===== src/rtl/sargantana_icache_pkg.sv =====
// Shared types and default sizing for the instruction-cache refill path.
// Contents:
//   refill_state_t : refill controller state encoding (2-bit enum)
//   ICACHE_N_WAY   : default associativity
//   LINE_OFF_W     : default byte-offset width within a cache line
package sargantana_icache_pkg;

    localparam int unsigned ICACHE_N_WAY = 4;
    localparam int unsigned LINE_OFF_W   = 4;

    typedef enum logic [1:0] {
        IDLE  = 2'd0,
        REQ   = 2'd1,
        WAIT  = 2'd2,
        DRAIN = 2'd3
    } refill_state_t;

endpackage


===== src/rtl/sargantana_icache_way_pick.sv =====
// Victim-way selection for a line refill.
// The lowest-index invalid way wins. When every way is valid, the way
// offered by the external LFSR is used and use_random is raised.
// Ports:
//   way_valid  in  N_WAY  valid bits of the indexed set
//   lfsr_way   in  WAY_W  pseudo-random way
//   victim     out WAY_W  selected way
//   use_random out 1      victim came from lfsr_way
module sargantana_icache_way_pick #(
    parameter int unsigned N_WAY = sargantana_icache_pkg::ICACHE_N_WAY,
    localparam int unsigned WAY_W = $clog2(N_WAY)
) (
    input  logic [N_WAY-1:0] way_valid,
    input  logic [WAY_W-1:0] lfsr_way,
    output logic [WAY_W-1:0] victim,
    output logic             use_random
);

    always_comb begin
        use_random = &way_valid;
        victim     = lfsr_way;
        // Scan from the top so that the lowest invalid index is written last.
        for (int i = N_WAY - 1; i >= 0; i--) begin
            if (!way_valid[i]) begin
                victim = WAY_W'(i);
            end
        end
    end

endmodule


===== src/rtl/sargantana_icache_refill_ctrl.sv =====
// Instruction-cache line refill controller.
// Accepts a miss, picks a victim way, issues one line-aligned memory
// request, waits for the single-beat response and pulses the way write.
// A kill aborts the refill; a response already owed by memory is drained.
//
// state | meaning
// IDLE  | no refill in flight, accepting misses
// REQ   | line request presented, waiting for mem_req_ready_i
// WAIT  | request accepted, waiting for the response to write the line
// DRAIN | refill killed, swallowing the outstanding response
//
// Ports:
//   clk_i, rst_ni                     clock, async active-low reset
//   miss_i, miss_addr_i, way_valid_i  miss request from lookup stage
//   kill_i                            flush of the current refill
//   lfsr_way_i, lfsr_en_o             external LFSR value / advance
//   busy_o                            controller not idle
//   mem_req_valid_o/ready_i/addr_o    line request handshake
//   mem_rsp_valid_i                   line data beat
//   refill_we_o, refill_way_o         way write strobe and victim
//   refill_addr_o                     latched miss address
//   done_o                            refill completed pulse
module sargantana_icache_refill_ctrl #(
    parameter int unsigned ICACHE_N_WAY = sargantana_icache_pkg::ICACHE_N_WAY,
    parameter int unsigned ADDR_W       = 32,
    parameter int unsigned LINE_OFF_W   = sargantana_icache_pkg::LINE_OFF_W,
    localparam int unsigned WAY_W       = $clog2(ICACHE_N_WAY)
) (
    input  logic                    clk_i,
    input  logic                    rst_ni,
    input  logic                    miss_i,
    input  logic [ADDR_W-1:0]       miss_addr_i,
    input  logic [ICACHE_N_WAY-1:0] way_valid_i,
    input  logic                    kill_i,
    input  logic [WAY_W-1:0]        lfsr_way_i,
    output logic                    lfsr_en_o,
    output logic                    busy_o,
    output logic                    mem_req_valid_o,
    output logic [ADDR_W-1:0]       mem_req_addr_o,
    input  logic                    mem_req_ready_i,
    input  logic                    mem_rsp_valid_i,
    output logic                    refill_we_o,
    output logic [WAY_W-1:0]        refill_way_o,
    output logic [ADDR_W-1:0]       refill_addr_o,
    output logic                    done_o
);

    import sargantana_icache_pkg::*;

    refill_state_t     state_q, state_d;
    logic [ADDR_W-1:0] addr_q, addr_d;
    logic [WAY_W-1:0]  way_q, way_d;
    logic              kill_pend_q, kill_pend_d;
    logic [WAY_W-1:0]  pick_victim;
    logic              pick_random;

    sargantana_icache_way_pick #(
        .N_WAY (ICACHE_N_WAY)
    ) u_way_pick (
        .way_valid  (way_valid_i),
        .lfsr_way   (lfsr_way_i),
        .victim     (pick_victim),
        .use_random (pick_random)
    );

    always_ff @(posedge clk_i or negedge rst_ni) begin
        if (!rst_ni) begin
            state_q     <= IDLE;
            addr_q      <= '0;
            way_q       <= '0;
            kill_pend_q <= 1'b0;
        end else begin
            state_q     <= state_d;
            addr_q      <= addr_d;
            way_q       <= way_d;
            kill_pend_q <= kill_pend_d;
        end
    end

    always_comb begin
        state_d         = state_q;
        addr_d          = addr_q;
        way_d           = way_q;
        kill_pend_d     = kill_pend_q;
        lfsr_en_o       = 1'b0;
        mem_req_valid_o = 1'b0;
        refill_we_o     = 1'b0;
        done_o          = 1'b0;
        case (state_q)
            IDLE: begin
                if (miss_i && !kill_i) begin
                    addr_d      = miss_addr_i;
                    way_d       = pick_victim;
                    kill_pend_d = 1'b0;
                    state_d     = REQ;
                    // IDLE is also the reset state, so a held miss would
                    // otherwise pulse the LFSR while reset is still asserted.
                    lfsr_en_o   = pick_random & rst_ni;
                end
            end
            REQ: begin
                mem_req_valid_o = 1'b1;
                if (kill_i) begin
                    kill_pend_d = 1'b1;
                end
                if (mem_req_ready_i) begin
                    // The request is already accepted, so a kill can only
                    // turn the response into a discard, not cancel it.
                    state_d     = (kill_i || kill_pend_q) ? DRAIN : WAIT;
                    kill_pend_d = 1'b0;
                end
            end
            WAIT: begin
                if (kill_i) begin
                    state_d = mem_rsp_valid_i ? IDLE : DRAIN;
                end else if (mem_rsp_valid_i) begin
                    refill_we_o = 1'b1;
                    done_o      = 1'b1;
                    state_d     = IDLE;
                end
            end
            DRAIN: begin
                if (mem_rsp_valid_i) begin
                    state_d = IDLE;
                end
            end
            default: state_d = IDLE;
        endcase
    end

    assign busy_o         = (state_q != IDLE);
    assign mem_req_addr_o = {addr_q[ADDR_W-1:LINE_OFF_W], {LINE_OFF_W{1'b0}}};
    assign refill_way_o   = way_q;
    assign refill_addr_o  = addr_q;

endmodule


===== config.mk =====
export PLATFORM = sky130hd
export DESIGN_NAME = sargantana_icache_refill_ctrl
export DESIGN_NICKNAME = d
export VERILOG_FILES = /design/src/rtl/sargantana_icache_pkg.sv /design/src/rtl/sargantana_icache_way_pick.sv /design/src/rtl/sargantana_icache_refill_ctrl.sv
export SDC_FILE = /design/constraint.sdc
export NUM_CORES = 1
export LEC_CHECK = 0
export ABC_AREA = 1
export BUFFER_PORTS_ARGS = -buffer_cell sky130_fd_sc_hd__buf_2
export CAP_MARGIN = 20
export CELL_PAD_IN_SITES_DETAIL_PLACEMENT = 1
export CELL_PAD_IN_SITES_GLOBAL_PLACEMENT = 1
export CORE_MARGIN = 3
export CORE_UTILIZATION = 27
export DETAILED_ROUTE_END_ITERATION = 10
export HOLD_SLACK_MARGIN = 0.12
export PLACE_DENSITY = 0.84
export SYNTH_ARGS = -nofsm -noshare
export SYNTH_HDL_FRONTEND = slang
export SYNTH_HIERARCHICAL = 1
export SYNTH_SLANG_ARGS = --single-unit

===== constraint.sdc =====
create_clock -name clk_i -period 1.1 [get_ports clk_i]
set_input_delay 0.165 -clock clk_i [delete_from_list [all_inputs] [get_ports clk_i]]
set_output_delay 0.165 -clock clk_i [all_outputs]
set_load 0.02 [all_outputs]

==> metrics.cfg, run 1 <==
[routing]
drc = 0
final_antenna_net_count = 0
drt_first_pass_iters = 4
route.detailed.vias_per_inst = 4.383
detailroute.via_count = 1981
drt_first_iter_violations = 46
drt_wl_total_mm = 7.336
route.detailed.wl_per_inst_um = 16.23

[synth]
simple_gate_fraction_of_synth_area_pct = 30.60
yosys.area_share.xor_xnor_pct = 0
yosysSeqAreaShare_pct = 47.77
synth_seq_cells = 37
synth_adder_area_share_pct = 0
synth.lib_cells_used.distinct = 19
post_synth_mux_area_share_pct = 0
warnings_from_yosys = 6
synth_compound_area_share_pct = 1.227
syn_area_um2 = 1938
synth_top_family_by_area = simple AND/OR/NAND/NOR gates
syn_inst = 222
synthesis.area_per_instance_um2 = 8.730

[floorplan]
fp.dieW_um = 90.73
floorplan.initialDensity_pct = 28.21
die-area_um2 = 8231
core-area_um2 = 6869
die_h_um = 90.73
boundaryPins = 115
num_rows = 30

[critical_path]
reg2regPathDepth = 6
critical_path.most_common_cell = buf_6
startpoint_type = flop
cp_slowest_stage_delay_ns = 0.47
r2r_end = refill_addr_o[24]
reg_to_reg_start = state_q[1]
critical_path.endpoint = mem_req_valid_o
critical_path_class = reg -> out
critPathCaptureType = primary output
critPathRequiredTime_ns = 0.94
path_max_fanout = 3
setup.worst_path.start = state_q[0]
ff2ff_setup_slack_ns = -0.21
worstPathCellList = buf_4, buf_6, nand2_1, inv_1, buf_6
crit_slowest_cell = dfrtp_2
arrival_ns = 1.27

[global_route]
grt_first_pass_wirelength_mm = 10.57
grt_pass1_vias = 2106
use_met2_pct = 29.96
antenna_found_initial = 0
global_route.usage.met1_pct = 18.18
globalRouteMet3Util_pct = 3.417
grt_remaining_overflow = 0
grt_most_used_layer = met2
groute.usage.overall_pct = 15.89
pin_count_of_the_biggest_net_entering_global_routing = 38

[sta]
fmax_mhz = 696.0
setup_viol_count_final = 41
post-route-worst-setup-slack_ns = -0.3367
hold_viol_final = 0
final-max-slew-violation-count = 0
rsz_0062_raised_after_global_routing = yes
fin_worst_hold_slack_ns = 0.1225
final.min_clock_period_ns = 1.437
finalClockSkew_ns = 0.008194
post-route-period-util_pct = 130.6

[power]
vdd_drop_max_uv = 1128
power.static_leakage_nw = 1.765
ratio_of_total_power_to_cell_area_nw_per_um2 = 2737
total_power_mw = 9.476

[final_layout]
final_layout_size_suffix_gt1_share_pct = 65.45
diodes = 0
layout-area-overhead-vs-synth_pct = 78.63
finish.net_count = 399
fillCellCount = 785

[cts]
clock-sinks = 37
path_clk_slew_ns = 0.07
clk_latency_ns = 0.29
ctsLongestPathBuffers = 2
cts_max_level = 2
cts-buffers-inserted = 5
tritoncts_clock_tree = done
clock_tree.root_cell = clkbuf_8

[job]
maxCapViolCount = 0

[status]
failed_checks = setup timing
outcome = complete, but fails checks

[placed_design]
hpwlAfterDp_mm = 4.181
routabilityCongestion = 0.7429
numPortBuffers = 110

[hold_path]
type_of_the_tightest_min_delay_check = in -> reg

layer usage:
layer  routed length (um)  vias to the layer above
li1                     -                      931
met1                 2933                      973
met2                 3994                       72
met3                  366                        5
met4                   41                        0
met5                    0                        -
placed cells by master (no fill, tap or decap), drive strengths merged:
| cell type | Yosys | routed |
|---|---|---|
| nor4 | 1 | 1 |
| clkinvlp | 0 | 1 |
| clkbuf | 0 | 9 |
| a21oi | 2 | 2 |
| bufinv | 0 | 1 |
| inv | 9 | 9 |
| dfrtp | 37 | 37 |
| conb | 1 | 4 |
| nor2 | 6 | 6 |
| o21ai | 2 | 2 |
| nand4 | 1 | 1 |
| nand3 | 38 | 38 |
| buf | 43 | 132 |
| nand2 | 82 | 82 |
| dlygate4sd3 | 0 | 31 |
state kept, by name (all words and copies together), names as in the netlist:
name / flops
refill_addr_o: 32
refill_way_o: 2
state_q: 2
kill_pend_q: 1
kinds of logic (layout without fill, tap and decap cells):
group / after synthesis / after routing
flip-flops: 37 / 37
AO/OA/AOI/OAI: 4 / 4
other: 1 / 4
AND/OR/NAND/NOR: 128 / 128
buffers and inverters: 52 / 183
power by group:
group          internal, mW  switching, mW  total [mW]
clock                 0.738          0.523        1.26
combinational          2.34           3.21        5.55
sequential             2.00          0.666        2.67
worst min-delay path by stage:
stage	startpoint	end	slack (ns)	cells past startpoint
floorplan	rst_ni	kill_pend_q	-0.13	0
global placement	rst_ni	refill_addr_o[26]	0.29	2
detailed placement	rst_ni	refill_addr_o[26]	0.30	2
CTS	miss_addr_i[23]	refill_addr_o[23]	0.12	3
global route	miss_addr_i[21]	refill_addr_o[21]	0.12	3
finish	miss_addr_i[2]	refill_addr_o[2]	0.12	3
worst max-delay path, delay by kind of cell (launching register included):
kind | cells | cell delay, ns
buf+inv | 4 | 0.47
flops | 1 | 0.47
simple gates | 1 | 0.05
metrics by stage:
stage	util (%)	cells	worst slack [ns]	area [um^2]	setup TNS, ns
finish	50.40	452	-0.3367	3462	-7.665
global route	50.40	452	-0.3860	3462	-10.09
CTS	45.17	445	-0.3702	3103	-7.317
detailed placement	34.70	398	-0.08397	2384	-1.997
global placement	34.70	398	-0.05390	2384	-0.6054
floorplan	-	225	-0.1942	1971	-0.3602
cell usage after synthesis, drive strengths merged:
| library cell | count | area share, % |
|---|---|---|
| dfrtp | 37 | 48 |
| nor2 | 6 | 2.1 |
| nor4 | 1 | 0.32 |
| inv | 9 | 1.7 |
| buf | 43 | 18 |
| nand3 | 38 | 9.8 |
| conb | 1 | 0.19 |
| nand4 | 1 | 0.32 |
| a21oi | 2 | 0.71 |
| o21ai | 2 | 0.52 |
| nand2 | 82 | 18 |
timing repair:
| item | 4_1_cts | 5_1_grt |
|---|---|---|
| hold buffers | 29 | 2 |
| buffers inserted | 6 | 4 |
| endpoints found under the hold margin | 65 | 2 |
| pin swaps | 4 | 62 |
| setup endpoints to repair | 40 | 46 |
| gates cloned | 4 | 3 |
| gates resized for setup | 50 | 67 |
cell type report:
cell class                      count  area (um^2)  area share, %
Inverter                            9        36.28          1.048
Clock inverter                      2        37.54          1.084
Timing Repair Buffer              166         1290          37.26
Tap cell                           96        120.1          3.469
Multi-Input combinational cell    136        963.4          27.83
Sequential cell                    37        932.1          26.92
Clock buffer                        6        82.58          2.385
No activity file was read; power rests on OpenSTA's default activity.
==> run 2: changes to the inputs <==
--- a/config.mk
+++ b/config.mk
@@ -13,6 +13,8 @@
 export CORE_MARGIN = 3
-export CORE_UTILIZATION = 27
+export CORE_UTILIZATION = 28
+export CTS_BUF_LIST = sky130_fd_sc_hd__clkbuf_2
 export DETAILED_ROUTE_END_ITERATION = 10
 export HOLD_SLACK_MARGIN = 0.12
-export PLACE_DENSITY = 0.84
+export PLACE_DENSITY = 0.87
+export SKIP_CTS_REPAIR_TIMING = 1
 export SYNTH_ARGS = -nofsm -noshare
==> constraint.sdc (replaced) <==
create_clock -name clk_i -period 1.1 [get_ports clk_i]
set_input_delay 0.275 -clock clk_i [delete_from_list [all_inputs] [get_ports clk_i]]
set_output_delay 0.275 -clock clk_i [all_outputs]
set_load 0.02 [all_outputs]
==> metrics.cfg, run 2 (synthesis gave the netlist of run 1 again) <==
[critical_path]
crit_slowest_cell = dfrtp_2
path_max_fanout = 5
crit_family = flip-flops
startpoint_type = flop
critPathCaptureType = primary output
arrival_ns = 1.39
cp_slowest_stage_delay_ns = 0.53
critical_path_class = reg -> out
worstPathCellList = nor4_4, buf_4
worstPathBufferInverterCount = 1
critPathRequiredTime_ns = 0.82

[sta]
finalClockSkew_ns = 0.01429
fin_worst_hold_slack_ns = 0.1508
post-route-period-util_pct = 151.4
setup_viol_count_final = 104
final-max-slew-violation-count = 0
rsz_0062_raised_after_global_routing = yes
totalNegativeSetupSlack_ns = -18.03
final.min_clock_period_ns = 1.665
post-route-worst-setup-slack_ns = -0.5652
fmax_mhz = 600.5
hold_viol_final = 0

[routing]
drt_first_pass_iters = 6
detailroute.via_count = 2088
final_antenna_net_count = 0
drc = 0
route.detailed.wl_per_inst_um = 18.86
drt_wl_total_mm = 8.430
drt_first_iter_violations = 38
route.detailed.vias_per_inst = 4.671

[status]
outcome = complete, but fails checks
failed_checks = setup timing

[cts]
ctsLongestPathBuffers = 2
clock-sinks = 37
clock_tree.root_cell = clkbuf_2
tritoncts_clock_tree = done
cts-buffers-inserted = 5
path_clk_slew_ns = 0.20
cts_max_level = 2
clk_latency_ns = 0.37

[final_layout]
mostFrequentLayoutCells = buf_6 (72), nand2_1 (62), buf_2 (43)
fillCellCount = 712
largest_register_ffs = 32
layout-area-overhead-vs-synth_pct = 93.09
mostFrequentLayoutCell = buf_6
final_layout_size_suffix_gt1_share_pct = 59.46
diodes = 0
post_layout_nonfiller_instances = 447
post_route_standard_cell_area_excluding_fillers_um2 = 3742
utilization_pct = 57.30
finish.net_count = 413

[global_route]
antenna_found_initial = 0
grt_pass1_vias = 1793
grt_remaining_overflow = 0
grt_first_pass_wirelength_mm = 8.362
groute.usage.overall_pct = 13.33
pin_count_of_the_biggest_net_entering_global_routing = 38

[floorplan]
fp.dieW_um = 89.20
floorplan.initialDensity_pct = 29.67
die_h_um = 89.20
core-area_um2 = 6531
die-area_um2 = 7956
boundaryPins = 115
num_rows = 29

[job]
maxCapViolCount = 0

[placed_design]
hpwlAfterDp_mm = 4.121
place.detailed.instances = 382
post-place-ws_ns = -0.1874
numPortBuffers = 110
routabilityCongestion = 0.7638
postPlaceCellArea_um2 = 2357

[power]
total_power_mw = 10.32
ratio_of_total_power_to_cell_area_nw_per_um2 = 2758
vdd_drop_max_uv = 1206
power.static_leakage_nw = 1.900

[hold_path]
type_of_the_tightest_min_delay_check = in -> reg

[run 2: changes by cell type in the layout (fill, tap and decap cells not counted), sizes merged]
cell,previous run,this run
clkinvlp,1,0
buf,132,142
clkinv,0,3
clkbuf,9,11
bufinv,1,0
dlygate4sd3,31,32
[run 2: power breakdown]
part / total (mW) / switching (mW) / leakage (nW) / internal (mW)
sequential: 2.83 / 0.849 / 0.459 / 1.98
combinational: 6.89 / 3.35 / 1.41 / 3.53
clock: 0.603 / 0.463 / 0.0278 / 0.140
[run 2: worst register-to-register path: cells and delay by family (launching register included)]
kind	cells	cell delay, ns
DFF	1	0.51
buffers and inverters	3	0.40
and+or+nand+nor	3	0.37
[run 2: path summary, 6_finish.rpt]
| path | to | from | cells after the start | slack, ns |
|---|---|---|---|---|
| worst max-delay path | refill_we_o | state_q[0] | 2 | -0.57 |
| worst min-delay path | refill_addr_o[9] | miss_addr_i[9] | 3 | 0.15 |
| worst max register to register | refill_addr_o[25] | state_q[1] | 6 | -0.24 |
| worst min register to register | kill_pend_q | kill_pend_q | 2 | 0.51 |
| max in group asynchronous | refill_addr_o[12] | rst_ni | 3 | 0.20 |
| min in group asynchronous | refill_way_o[0] | rst_ni | 3 | 0.54 |
[run 2: routing by layer]
metal  vias up  global-route usage [%]  part of all wire (%)
met5         -                       0                     0
met4         0                   2.842                   1.3
met3        12                   3.502                   5.8
met2        90                   24.51                    57
met1      1031                   15.48                    36
li1        955                       -                     -
[run 2: final cells by class]
type                            instances  area [um^2]  share of cell area (%)
Timing Repair Buffer                  180         1769                   47.28
Sequential cell                        37        929.6                   24.84
Multi-Input combinational cell        136        870.8                   23.27
Tap cell                               77        96.34                   2.574
Inverter                                9        38.79                   1.036
Clock buffer                            5        25.02                  0.6687
Clock inverter                          3        12.51                  0.3343
==> run 3: changes to the inputs <==
- CORE_UTILIZATION: 28 -> 31
- PLACE_DENSITY: 0.87 -> 0.91
- clock period: 1.1 -> 1.63 ns (I/O delays scaled with it)
==> metrics.cfg, run 3 (synthesis gave the netlist of run 1 again) <==
[status]
outcome = complete, but fails checks
failed_checks = setup timing

[critical_path]
path_max_fanout = 4
critical_path_class = reg -> out
critPathCaptureType = primary output
critPathRequiredTime_ns = 1.22
startpoint_type = flop
arrival_ns = 1.33

[power]
p_comb_share_pct = 57.3
ratio_of_total_power_to_cell_area_nw_per_um2 = 1995
pwr-share-seq_pct = 35.0
power.share.switching_pct = 50.58
net-switching-power_mw = 2.431
total_power_mw = 4.806
power_report.internal_total_mw = 2.375
clock_power_share_pct = 7.7
power.static_leakage_nw = 1.432
vdd_drop_max_uv = 692.2

[final_layout]
finish.net_count = 354
layout-area-overhead-vs-synth_pct = 24.27
diodes = 0
utilization_pct = 40.20
mostFrequentLayoutCell = buf_2
final_layout_size_suffix_gt1_share_pct = 47.90
largest_register_ffs = 32
mostFrequentLayoutCells = buf_2 (105), nand2_1 (71), nand3_1 (38)

[global_route]
groute.usage.overall_pct = 14.04
grt_pass1_vias = 1757
antenna_found_initial = 0
grt_first_pass_wirelength_mm = 8.204
pin_count_of_the_biggest_net_entering_global_routing = 38
grt_remaining_overflow = 0

[routing]
detailroute.via_count = 1704
route.detailed.wl_per_inst_um = 13.19
drt_first_iter_violations = 41
drc = 0
drt_first_pass_iters = 4
drt_wl_total_mm = 5.066
final_antenna_net_count = 0
route.detailed.vias_per_inst = 4.438

[cts]
clock_tree.root_cell = clkbuf_2
clk_latency_ns = 0.34
clock-sinks = 37
ctsLongestPathBuffers = 2
cts_max_level = 2
tritoncts_clock_tree = done
cts-buffers-inserted = 5
path_clk_slew_ns = 0.17

[floorplan]
core-area_um2 = 5991
num_rows = 28
fp.dieW_um = 85.07
die_h_um = 85.07
boundaryPins = 115
die-area_um2 = 7237
floorplan.initialDensity_pct = 32.35

[job]
maxCapViolCount = 0

[placed_design]
hpwlAfterDp_mm = 3.892
numPortBuffers = 110
routabilityCongestion = 0.7422

[sta]
post-route-worst-setup-slack_ns = -0.1115
final.min_clock_period_ns = 1.742
hold_viol_final = 0
rsz_0062_raised_after_global_routing = yes
finalClockSkew_ns = 0.003021
fmax_mhz = 574.2
totalNegativeSetupSlack_ns = -0.3084
setup_viol_count_final = 4
post-route-period-util_pct = 106.8
final-max-slew-violation-count = 0

[hold_path]
type_of_the_tightest_min_delay_check = in -> reg

-- run 3: cell types whose count changed in the layout (fill, tap and decap cells not counted), sizes merged --
cell and change:
dlygate4sd3 -31, clkbuf -6, clkinv -2, buf -22
-- run 3: final cells by class --
| class | instances | area [um^2] |
|---|---|---|
| Inverter | 9 | 36.28 |
| Sequential cell | 37 | 928.4 |
| Clock inverter | 1 | 5.005 |
| Timing Repair Buffer | 121 | 668.1 |
| Clock buffer | 5 | 25.02 |
| Fill cell | 780 | 3582 |
| Multi-Input combinational cell | 136 | 651.9 |
| Tap cell | 75 | 93.84 |
-- run 3: per-layer routing --
layer	wire length, um	track usage (%)	up-vias
met1	2086	17.66	794
met3	375	3.301	4
met2	2578	24.58	71
li1	-	-	835
met4	26	2.878	0
met5	0	0	-
-- run 3: path summary, 6_finish.rpt --
kind                       slack (ns)             start  cells past startpoint                end
max                             -0.11        state_q[1]                      3             done_o
min                              0.27    miss_addr_i[3]                      3   refill_addr_o[3]
max reg2reg                      0.25        state_q[0]                      6         state_q[0]
min reg2reg                      0.49  refill_addr_o[1]                      2   refill_addr_o[1]
max in group asynchronous        0.60            rst_ni                      3         state_q[0]
min in group asynchronous        0.69            rst_ni                      3  refill_addr_o[30]
-- run 3: stage by stage --
step | cell area [um^2] | hold slack (ns) | std cells | worst slack, ns
after floorplan | 1964 | 0.1119 | 225 | 0.03620
after global placement | 2296 | 0.4528 | 373 | 0.1531
after detailed placement | 2296 | 0.4548 | 373 | 0.1242
after CTS | 2326 | 0.08813 | 379 | -0.3445
after global routing | 2409 | 0.2170 | 384 | -0.2353
final | 2409 | 0.2732 | 384 | -0.1115
-- run 3: worst max-delay path, stage by stage, from the launching register on --
cell     delay [ns]
dfrtp_2        0.50
inv_4          0.07
nor4_4         0.23
buf_4          0.19
-- run 3: power groups by stage --
stage / clock network, mW / registers, mW / logic, mW
5_1_grt: 0.446 / 1.76 / 2.99
4_1_cts: 0.415 / 1.70 / 2.64
3_5_place_dp: 0 / 1.72 / 2.63
2_1_floorplan: 0 / 2.14 / 1.72
6_report: 0.368 / 1.68 / 2.76
3_3_place_gp: 0 / 1.68 / 2.57
